[src/rtl/gaussian_row_sequencer_if.sv]
// gaussian_row_sequencer_if: handshake and status bundle between the row sequencer and its environment
// master: frame control, down-sampler FIFO and output-FIFO status side; slave: the sequencer
interface gaussian_row_sequencer_if;
  logic        start;
  logic        src_valid;
  logic [7:0]  src_din;
  logic        src_rd_en;
  logic [7:0]  gauss_din;
  logic        gauss_en;
  logic        fifo_full;
  logic        fifo_wr_en;
  logic [8:0]  row_idx;
  logic        busy;
  logic        frame_done;
  logic [15:0] stall_cycles;
  modport master (
    output start, src_valid, src_din, fifo_full,
    input  src_rd_en, gauss_din, gauss_en, fifo_wr_en, row_idx, busy, frame_done, stall_cycles
  );
  modport slave (
    input  start, src_valid, src_din, fifo_full,
    output src_rd_en, gauss_din, gauss_en, fifo_wr_en, row_idx, busy, frame_done, stall_cycles
  );
endinterface

[src/rtl/gaussian_row_sequencer.sv]
// gaussian_row_sequencer: streams each row into the Gaussian stage, flushes it with LATENCY zero pads, gates output-FIFO writes
// ports: clk, rst (async active-high), bus (slave modport: start, src_valid/src_din/src_rd_en,
//        gauss_din/gauss_en, fifo_full/fifo_wr_en, row_idx, busy, frame_done, stall_cycles)
// optional: define GAUSS_SEQ_STALL_CNT_EN to count STREAM/PAD cycles blocked by fifo_full
module gaussian_row_sequencer #(
  parameter int ROW_WIDTH = 400,
  parameter int NUM_ROWS  = 300,
  parameter int LATENCY   = 2
) (
  input logic clk,
  input logic rst,
  gaussian_row_sequencer_if.slave bus
);
  typedef enum logic [1:0] {IDLE, STREAM, PAD, DONE} state_t;
  localparam int CW = $clog2(ROW_WIDTH);
  localparam int PW = LATENCY > 1 ? $clog2(LATENCY) : 1;
  state_t state, nstate;
  logic [CW-1:0] col_cnt;
  logic [PW-1:0] pad_cnt;
  logic [8:0] row_idx;
  logic accept, adv, col_last, pad_last, row_last;
  always_comb begin
    accept = state == STREAM && bus.src_valid && !bus.fifo_full;
    adv = state == PAD && !bus.fifo_full;
    col_last = col_cnt == CW'(ROW_WIDTH - 1);
    pad_last = pad_cnt == PW'(LATENCY - 1);
    row_last = row_idx == 9'(NUM_ROWS - 1);
    nstate = state;
    case (state)
      IDLE:   nstate = bus.start ? STREAM : IDLE;
      STREAM: nstate = accept && col_last ? PAD : STREAM;
      PAD:    nstate = adv && pad_last ? (row_last ? DONE : STREAM) : PAD;
      DONE:   nstate = IDLE;
    endcase
    bus.src_rd_en = accept;
    bus.gauss_en = accept || adv;
    bus.gauss_din = state == STREAM ? bus.src_din : 8'd0;
    // the first LATENCY outputs of a row are pipeline warm-up and are dropped
    bus.fifo_wr_en = (accept && col_cnt >= CW'(LATENCY)) || adv;
    bus.busy = state != IDLE;
    bus.frame_done = state == DONE;
  end
  always_ff @(posedge clk or posedge rst) begin
    if (rst) begin
      state <= IDLE;
      col_cnt <= '0;
      pad_cnt <= '0;
      row_idx <= '0;
    end else begin
      state <= nstate;
      if (state == IDLE && bus.start) begin
        col_cnt <= '0;
        row_idx <= '0;
      end
      if (accept) col_cnt <= col_last ? '0 : col_cnt + 1'b1;
      if (accept && col_last) pad_cnt <= '0;
      if (adv) pad_cnt <= pad_last ? '0 : pad_cnt + 1'b1;
      if (adv && pad_last && !row_last) row_idx <= row_idx + 1'b1;
    end
  end
  assign bus.row_idx = row_idx;
`ifdef GAUSS_SEQ_STALL_CNT_EN
  logic [15:0] stall_cnt;
  always_ff @(posedge clk or posedge rst) begin
    if (rst) stall_cnt <= '0;
    else if (state == IDLE && bus.start) stall_cnt <= '0;
    else if ((state == STREAM || state == PAD) && bus.fifo_full && stall_cnt != 16'hFFFF) stall_cnt <= stall_cnt + 1'b1;
  end
  assign bus.stall_cycles = stall_cnt;
`else
  assign bus.stall_cycles = 16'd0;
`endif
endmodule

[src/flat_wrapper.sv]
// flat-port wrapper written by rule: the top's interface ports become plain ports
module gaussian_row_sequencer_flat 
#(
  parameter int ROW_WIDTH = 400,
  parameter int NUM_ROWS  = 300,
  parameter int LATENCY   = 2
)
  (clk, rst, bus_start, bus_src_valid, bus_src_din, bus_fifo_full, bus_src_rd_en, bus_gauss_din, bus_gauss_en, bus_fifo_wr_en, bus_row_idx, bus_busy, bus_frame_done, bus_stall_cycles);
  gaussian_row_sequencer_if bus_i ();
  input logic clk;
  input logic rst;
  input wire logic [$bits(bus_i.start)-1:0] bus_start;
  input wire logic [$bits(bus_i.src_valid)-1:0] bus_src_valid;
  input wire logic [$bits(bus_i.src_din)-1:0] bus_src_din;
  input wire logic [$bits(bus_i.fifo_full)-1:0] bus_fifo_full;
  output wire logic [$bits(bus_i.src_rd_en)-1:0] bus_src_rd_en;
  output wire logic [$bits(bus_i.gauss_din)-1:0] bus_gauss_din;
  output wire logic [$bits(bus_i.gauss_en)-1:0] bus_gauss_en;
  output wire logic [$bits(bus_i.fifo_wr_en)-1:0] bus_fifo_wr_en;
  output wire logic [$bits(bus_i.row_idx)-1:0] bus_row_idx;
  output wire logic [$bits(bus_i.busy)-1:0] bus_busy;
  output wire logic [$bits(bus_i.frame_done)-1:0] bus_frame_done;
  output wire logic [$bits(bus_i.stall_cycles)-1:0] bus_stall_cycles;
  assign bus_i.start = bus_start;
  assign bus_i.src_valid = bus_src_valid;
  assign bus_i.src_din = bus_src_din;
  assign bus_i.fifo_full = bus_fifo_full;
  assign bus_src_rd_en = bus_i.src_rd_en;
  assign bus_gauss_din = bus_i.gauss_din;
  assign bus_gauss_en = bus_i.gauss_en;
  assign bus_fifo_wr_en = bus_i.fifo_wr_en;
  assign bus_row_idx = bus_i.row_idx;
  assign bus_busy = bus_i.busy;
  assign bus_frame_done = bus_i.frame_done;
  assign bus_stall_cycles = bus_i.stall_cycles;
  gaussian_row_sequencer #(.ROW_WIDTH(ROW_WIDTH), .NUM_ROWS(NUM_ROWS), .LATENCY(LATENCY)) u_core (.clk(clk), .rst(rst), .bus(bus_i));
endmodule
[config.mk]
export PLATFORM = sky130hd
export DESIGN_NAME = gaussian_row_sequencer_flat
export DESIGN_NICKNAME = d
export VERILOG_FILES = /design/src/rtl/gaussian_row_sequencer_if.sv /design/src/rtl/gaussian_row_sequencer.sv /design/src/flat_wrapper.sv
export SDC_FILE = /design/constraint.sdc
export NUM_CORES = 1
export LEC_CHECK = 0
export CAP_MARGIN = 20
export CORE_MARGIN = 2
export CORE_UTILIZATION = 45
export DETAILED_ROUTE_END_ITERATION = 10
export HOLD_SLACK_MARGIN = 0.1
export PLACE_DENSITY_LB_ADDON = 0.3
export SYNTH_ARGS = -nofsm -noshare
export SYNTH_HDL_FRONTEND = slang
export SYNTH_SLANG_ARGS = --single-unit
[constraint.sdc]
create_clock -name clk -period 2.1 [get_ports clk]
set_input_delay 0.42 -clock clk [delete_from_list [all_inputs] [get_ports clk]]
set_output_delay 0.42 -clock clk [all_outputs]
set_load 0.1 [all_outputs]
## After elaboration in Yosys (flattened, before gate mapping)

Index checks and enable logic that the tools add are counted.

| word-level totals | value |
|---|---|
| register bits | 21 |
| input bits | 13 |
| output and inout port bits | 38 |
| word-level logic and storage cells | 43 |

| operators by class | value |
|---|---|
| add/sub/neg operators | 3 |
| $lt $le $gt $ge | 1 |
| eq/ne operators | 5 |
| multiplexer cells | 13 |
| reductions and logical operators | 17 |

Operators with widths:

| cell | number |
|---|---|
| 2-to-1 mux 9 bit | 4 |
| adder 9 x 1 -> 9 bit (second input constant) | 2 |
| equality test 9 bit (second input constant) | 2 |
| greater-or-equal comparator 9 x 2 -> 1 bit (second input constant) | 1 |
| logical AND 1 bit | 8 |
| 2-to-1 mux 8 bit | 1 |
| one-hot mux 2 bit (4 select lines) | 1 |
| nonzero test 2 bit | 4 |
| 2-to-1 mux 2 bit | 3 |
| equality test 2 bit (second input constant) | 2 |
| 2-to-1 mux 1 bit | 4 |
| equality test 2 x 1 -> 1 bit (second input constant) | 1 |
| zero test 1 bit | 2 |
| zero test 2 bit | 1 |
| logical OR 1 bit | 2 |
| adder 1 bit (second input constant) | 1 |

## Longest topological paths before layout

Gate-level depths: netlist of run 1.

| depth | value |
|---|---|
| word-level depth | 6 |
| depth in mapped cells | 6 |
| gate-level depth less buffers | 6 |

## Least setup slack after synthesis of run 1

OpenSTA, ideal clock, no wires.

| path | value |
|---|---|
| path kind | reg-to-output |
| start point | register u_core.state[0] |
| end point | output bus_fifo_wr_en |
| arrival | 2.112 ns |
| required time | 1.680 ns |
| slack | -0.432 ns |
| stages on the path, launching flop included | 5 |
| buffers on the path | 1 |
| cell sequence | dfrtp_1 nor2b_1 clkbuf_1 a31oi_1 nor2_1 |

| on the way | value |
|---|---|
| longest elaborated chain between the ends | 5 |
| elaborated cells between the ends (all ways) | 7 |
| classes of those cells | eq/ne: 2; reduce/logical: 5 |

Ends and longest elaborated chain:

| what | line | text |
|---|---|---|
| start, declared | gaussian_row_sequencer.sv:17 | `state_t state, nstate;` |
| start signal, assigned | gaussian_row_sequencer.sv:50 | `state <= nstate;` |
| equality test 2 x 1 -> 1 bit | gaussian_row_sequencer.sv:23 | `accept = state == STREAM && bus.src_valid && !bus.fifo_full;` |
| logical AND 1 bit (2 in a row) | gaussian_row_sequencer.sv:23 |  |
| logical AND 1 bit | gaussian_row_sequencer.sv:39 | `bus.fifo_wr_en = (accept && col_cnt >= CW'(LATENCY)) \|\| adv;` |
| logical OR 1 bit * | gaussian_row_sequencer.sv:39 |  |
| end, declared | flat_wrapper.sv:19 | `output wire logic [$bits(bus_i.fifo_wr_en)-1:0] bus_fifo_wr_en;` |

Every way passes the cells marked *; elsewhere a longest branch is shown, timed or not.

## Worst setup path in the final report of run 1

| path | value |
|---|---|
| start point | register u_core.col_cnt[8] |
| end point | output bus_fifo_wr_en |

| on the way | value |
|---|---|
| longest elaborated chain between the ends | 3 |

Ends and longest elaborated chain:

| what | line | text |
|---|---|---|
| start, declared | gaussian_row_sequencer.sv:18 | `logic [CW-1:0] col_cnt;` |
| start signal, assigned | gaussian_row_sequencer.sv:55 | `if (accept) col_cnt <= col_last ? '0 : col_cnt + 1'b1;` |
| greater-or-equal comparator 9 x 2 -> 1 bit | gaussian_row_sequencer.sv:39 |  |
| logical AND 1 bit | gaussian_row_sequencer.sv:39 |  |
| logical OR 1 bit | gaussian_row_sequencer.sv:39 |  |

No other way between the ends.

==> results of run 1 <==
## power by group through the flow
stage          logic, W  clock network [W]  registers (W)
2_1_floorplan   0.00107                  0       0.000622
3_3_place_gp    0.00161                  0       0.000542
3_5_place_dp    0.00163                  0       0.000549
4_1_cts         0.00166           0.000209       0.000529
5_1_grt         0.00175           0.000224       0.000549
6_report        0.00167           0.000199       0.000531
## critical path, delay by kind of cell, from the launching register on
family / cells / cell delay (ps)
AND/OR/NAND/NOR: 3 / 490
buffers and inverters: 1 / 160
AO/OA/AOI/OAI: 1 / 210
flip-flops: 1 / 460
## stage by stage
step                      utilization  std cells  cell area [um2]  setup WS (ps)
after floorplan                     -        172             1490           16.6
after global placement          0.634        239             1920            107
after detailed placement        0.634        239             1920           84.7
after CTS                       0.648        245             1960           37.5
after global routing            0.656        246             1990          -56.4
final                           0.656        246             1990           56.0
## layer usage
layer,vias to the layer above,part of all wire,track usage
met1,582,0.42,0.239
met4,0,0.0059,0.0349
met3,4,0.037,0.0519
met2,22,0.53,0.300
met5,-,0,0
li1,614,-,-
## synthesized netlist by cell type (2+ instances only)
library cell,n,area [um2]
dfrtp_1,21,526
buf_4,16,120
nand2_1,12,45.0
nand3_1,12,60.1
o21ai_0,11,55.1
and2_1,10,62.6
nor2_1,10,37.5
inv_1,5,18.8
and3_1,4,25.0
mux2i_1,4,40.0
nand2b_1,4,25.0
a21o_1,3,22.5
ha_1,3,37.5
nand4_1,3,18.8
nor2b_1,3,18.8
a21oi_1,2,10.0
a31o_2,2,17.5
a31oi_1,2,12.5
clkbuf_1,2,7.51
nor3_1,2,10.0
o31ai_1,2,15.0
or3_1,2,12.5
## cell usage in the layout, fill, tap and decap left out, types with 4 or more instances in the layout
| cell | synthesis | routed |
|---|---|---|
| dfrtp_1 | 21 | 15 |
| buf_12 | 0 | 13 |
| and3_1 | 4 | 4 |
| inv_1 | 5 | 5 |
| nor2_1 | 10 | 8 |
| buf_4 | 16 | 20 |
| mux2i_1 | 4 | 4 |
| nand2b_1 | 4 | 4 |
| o21ai_0 | 11 | 11 |
| dfrtp_2 | 0 | 6 |
| nand3_1 | 12 | 12 |
| clkdlybuf4s50_1 | 0 | 12 |
| conb_1 | 1 | 16 |
| nand2_1 | 12 | 12 |
| and2_1 | 10 | 10 |
## state kept, by name, summed over array words and instances (netlist names)
register,cells
u_core.bus.row_idx,9
u_core.pad_cnt,1
u_core.col_cnt,9
u_core.state,2
## cell type report
| class | count | area, um2 | share of cell area |
|---|---|---|---|
| multi-input cells | 127 | 821 | 0.413 |
| well taps | 44 | 55.1 | 0.0277 |
| inverters | 5 | 18.8 | 0.00945 |
| clock buffers | 3 | 22.5 | 0.0113 |
| clock inverters | 1 | 5.00 | 0.00252 |
| repair buffers | 45 | 531 | 0.267 |
| flip-flops and latches | 21 | 533 | 0.268 |
## kinds of logic (layout without fill, tap and decap cells)
group / after synthesis / after routing / synth area share
AND/OR/NAND/NOR: 74 / 74 / 0.314
AO/OA/AOI/OAI: 30 / 30 / 0.153
buffers and inverters: 24 / 54 / 0.106
flip-flops: 21 / 21 / 0.369
multiplexers: 4 / 4 / 0.0281
adder cells (fa/ha/maj): 3 / 3 / 0.0264
other: 1 / 16 / 0.00264
## worst max path at each step
| stage | cells after the start | start | endpoint | slack (ps) |
|---|---|---|---|---|
| after floorplan | 4 | u_core.state[0] | bus_fifo_wr_en | 20 |
| after global placement | 5 | bus_fifo_full | u_core.bus.row_idx[7] | 110 |
| after detailed placement | 5 | bus_fifo_full | u_core.bus.row_idx[7] | 80 |
| after CTS | 7 | u_core.col_cnt[0] | bus_fifo_wr_en | 40 |
| after global routing | 7 | u_core.col_cnt[0] | bus_fifo_wr_en | -60 |
| final | 5 | u_core.col_cnt[8] | bus_fifo_wr_en | 60 |
## timing repair
| item | in CTS | in global routing |
|---|---|---|
| buffers inserted | 2 | 1 |
| resized for setup | 0 | 4 |
| endpoints found under the setup margin | 1 | 1 |
| pin swaps | 2 | 1 |
==> summary.md, run 1 <==
| Metric | Value |
|---|---|
| GP Congestion | `about 0.83` |
| Core box area | `0.00303 mm2` |
| Clock power share | `0.083` |
| Crit path time final | `between 2000 and 2500 ps` |
| Fraction of layout cells with a size suffix above 1 | `0.292` |
| RSZ-0062 raised after global routing | `yes` |
| Area growth syn-to-layout | `39.6%` |
| GRT Util Overall | `0.182` |
| Die width | `60.2 um` |
| CTS Buf Count | `3` |
| IO Port Bufs | `34` |
| Fin crit share | `0.973` |
| Power Density | `1210 mW/mm2` |
| Lkg Pwr | `just over 0.9 nW` |
| # hold bufs at CTS | `0` |
| IO Count | `51` |
| Register-to-Register Path Depth | `7` |
| Hold Violations, Final | `0` |
| Worst EP arrival | `1620 ps` |
| Outcome | `completed` |
| Yosys reg bits | `21` |
| Sw Ratio | `0.553` |
| Clock Path Buffers | `2` |
| CP Launch Type | `flip-flop` |
| Clock transition at path regs | `130 ps` |
| Reg2reg start | `u_core.col_cnt[0]` |
| Synthesized cell area | `~0.0014 mm2` |
| R2R Setup Slk | `140 ps` |
| Critical Path RT | `roughly 1700 ps` |
| Clk Latency, worst-skew pair | `310 ps` |
| CP Cell Sequence | `nor4_2 > nand3_1 > a31oi_1 > nor2_2 > buf_12` |
| Switching power | `0.00133 W` |
| CP endpoint kind | `output port` |
| Cell-internal power | `0.00107 W` |
| H-Tree Depth | `1` |
| Synthesized area per cell | `9.06 um2` |
| Fmax | `0.489 GHz` |
| Via density | `roughly 5` |
| Initial Utilization | `0.470` |
| Number of nets in the layout | `219` |
| Post-synth EDFFs | `0` |
| First-pass GRT wire length | `5.05 mm` |
| Via count | `approximately 1200` |
| WL final | `around 3.0 mm` |
| Post-synth top flop | `dfrtp_1` |
| Crit path max fanout | `6` |
| Cells after synthesis | `157` |
| CTS sink cnt | `21` |
| Root Driver | `clkbuf_4` |
| Number of max-cap violations | `0` |
| Setup_tns | `0 ps` |
| CP peak stage delay | `460 ps` |
| Seq/Total Area, Yosys | `0.369` |
| Die area | `approximately 0.0036 mm2` |
| Antenna-violating nets left | `0` |
| Reg2reg end | `u_core.col_cnt[7]` |
| # DRC | `0` |
| Detailed Place HPWL | `2.37 mm` |
| DR WL/cell | `12.3 um` |
| DIE HEIGHT | `60.2 um` |
| Initial DRT Pass Iterations | `4` |
| Logic pwr share | `0.696` |
| Initial antenna violation count | `0` |
| Rows | `20` |
| VDD IR max | `0.711 mV` |
| DRT iter0 DRCs | `41` |
| Setup-failing EPs final | `0` |
| Post-synthesis cell type count | `44` |
| Worst Hold Class | `input port to async pin` |
| Yosys warnings | `0` |
| # diodes | `0` |
| Clk_skew | `~13 ps` |
| CTS tree | `done` |
| Grt ovf | `0` |
| Sequential Power Share | `0.221` |
| Critical path class | `flip-flop to output port` |
| Largest net degree at the start of global routing | `22` |
| Asr flop ratio synth | `1.00` |
| Fill cells | `253` |
| Hold_ws | `about 420 ps` |
| Max Slew Vio Count | `0` |
| Vias in the first global route | `1145` |
| Total power draw | `0.00240 W` |
| Slowest-stage cell, CP | `dfrtp_2` |
(Power assumes the default switching activity.)
==> run 2, diff against run 1 <==
--- a/config.mk
+++ b/config.mk
@@ -8,9 +8,11 @@
 export CAP_MARGIN = 20
 export CORE_MARGIN = 2
 export CORE_UTILIZATION = 45
+export CTS_CLUSTER_SIZE = 28
 export DETAILED_ROUTE_END_ITERATION = 10
 export HOLD_SLACK_MARGIN = 0.1
 export PLACE_DENSITY_LB_ADDON = 0.3
 export SYNTH_ARGS = -nofsm -noshare
 export SYNTH_HDL_FRONTEND = slang
 export SYNTH_SLANG_ARGS = --single-unit
+export TNS_END_PERCENT = 1
==> run 2 against run 1 <==
Maximum frequency is essentially flat. Hold slack is essentially flat. Die area is the same. Final cell count shrank 0.41%. Sequential share of layout area shrank 0.080 points. Clock power grew 2%. Cell area is essentially flat. Critical path depth grew 2. Clock-buffer cell count is the same. Routed wire length grew 9.8%. Via count grew 2.9%. Sequential cell count is the same.
==> summary.md, run 2 (same netlist as run 1, synthesis figures left out) <==
| Metric | Value |
|---|---|
| Crit path max fanout | `2` |
| Worst EP arrival | `roughly 1600 ps` |
| CTS tree | `done` |
| DR WL met3 | `134 um` |
| Root Driver | `clkbuf_4` |
| Rows | `20` |
| Critical Path RT | `between 1500 and 2000 ps` |
| Via density | `about 5` |
| WL met2 | `around 1.7 mm` |
| Post-DP Area | `about 0.0019 mm2` |
| Grt ovf | `0` |
| Lkg Pwr | `0.917 nW` |
| Power Density | `1220 mW/mm2` |
| Vias in the first global route | `1137` |
| Hold_ws | `approximately 420 ps` |
| Number of nets in the layout | `218` |
| Clock Path Buffers | `2` |
| M1 wire length | `1.48 mm` |
| Finished Core Util | `0.656` |
| Antenna-violating nets left | `0` |
| H-Tree Depth | `1` |
| # diodes | `0` |
| CP Launch Type | `flip-flop` |
| DR WL/cell | `13.6 um` |
| DRT iter0 DRCs | `34` |
| Layout Cell Area excl Fill | `approximately 0.002 mm2` |
| CP endpoint | `bus_fifo_wr_en` |
| Fin crit share | `0.973` |
| Largest net degree at the start of global routing | `22` |
| Dpl ws | `approximately 80 ps` |
| Final worst slack | `between 50 and 60 ps` |
| IO Count | `around 50` |
| Outcome | `completed` |
| Fraction of layout cells with a size suffix above 1 | `0.284` |
| Top Registers | `u_core.bus.row_idx: 9 flops, u_core.col_cnt: 9 flops, u_core.state: 2 flops` |
| Initial antenna violation count | `0` |
| Commonest non-fill, non-tap cells in the layout | `buf_4 (19), conb_1 (16), dfrtp_1 (16)` |
| Via count | `1258` |
| Fmax | `0.489 GHz` |
| RSZ-0062 raised after global routing | `yes` |
| Detailed Place HPWL | `2.48 mm` |
| CP endpoint kind | `output port` |
| Initial Utilization | `0.470` |
| Initial DRT Pass Iterations | `4` |
| Register-to-Register Path Depth | `7` |
| Total power draw | `0.00242 W` |
| GRT Util Overall | `0.192` |
| Area growth syn-to-layout | `39.7%` |
| Clk Latency, worst-skew pair | `310 ps` |
| CTS sink cnt | `21` |
| Top Metal Used | `met4` |
| Reg2reg end | `u_core.col_cnt[7]` |
| Number of max-cap violations | `0` |
| R2R Setup Slk | `160 ps` |
| Clk_skew | `6.71 ps` |
| # DRC | `0` |
| DIE HEIGHT | `60.2 um` |
| Die width | `between 60 and 70 um` |
| Reg2reg start | `u_core.col_cnt[0]` |
| Commonest non-fill, non-tap cell in the layout | `buf_4` |
| Crit path time final | `about 2000 ps` |
| VDD IR max | `~0.5 mV` |
| WL final | `3.33 mm` |
| Max Slew Vio Count | `0` |
| First-pass GRT wire length | `5.25 mm` |
| GP Congestion | `0.867` |
| Setup-failing EPs final | `0` |
| Die area | `0.00363 mm2` |
| Worst Hold Class | `input port to async pin` |
| Critical path class | `flip-flop to output port` |
| Core box area | `0.00303 mm2` |
| IO Port Bufs | `34` |
| Clock transition at path regs | `130 ps` |
| CP Launch Point | `u_core.col_cnt[0]` |
| CTS Buf Count | `3` |
| Hold Violations, Final | `0` |
run 2: area by class of cell:
| cell class | count | area, um2 |
|---|---|---|
| fill | 260 | 1040 |
| tap | 44 | 55.1 |
| timing repair buffer | 44 | 523 |
| clock inverter | 1 | 5.00 |
| inverter | 5 | 18.8 |
| clock buffer | 3 | 22.5 |
| sequential | 21 | 532 |
| multi-input combinational | 127 | 831 |
run 2: worst min path at each step:
stage                                  endpoint  slack, ps
after global routing      u_core.bus.row_idx[2]        460
final                     u_core.bus.row_idx[3]        420
after CTS                 u_core.bus.row_idx[7]        420
after floorplan           u_core.bus.row_idx[0]        400
after global placement           u_core.pad_cnt        480
after detailed placement         u_core.pad_cnt        490
run 2: report_power, final:
group | internal, W | switching [W] | leakage [nW]
Combinational | 0.000542 | 0.00115 | 0.621
Clock | 0.0000712 | 0.000131 | 0.0177
Sequential | 0.000463 | 0.0000670 | 0.278
run 2: what timing repair did:
item	4_1_cts	5_1_grt
hold buffers	0	0
pin swaps	3	3
buffers inserted	2	1
endpoints found under the setup margin	1	2
resized for setup	1	9
run 2: worst max-delay path: stages (launching register included):
cell and delay (ps):
dfrtp_1 380, inv_1 60, ha_2 190, nor4_2 120, nand3_1 140, a31oi_2 200, nor2_2 60, buf_12 160
run 2: metrics by stage:
| stage | setup TNS (ps) | cells |
|---|---|---|
| 3_3_place_gp | 0 | 238 |
| 3_5_place_dp | 0 | 238 |
| 2_1_floorplan | -945 | 172 |
| 6_report | 0 | 245 |
| 5_1_grt | -40.7 | 245 |
| 4_1_cts | 0 | 244 |
run 2: layer usage:
layer / vias up / GRT usage
li1: 613 / -
met1: 606 / 0.252
met2: 35 / 0.325
met3: 4 / 0.0411
met4: 0 / 0.0349
met5: - / 0
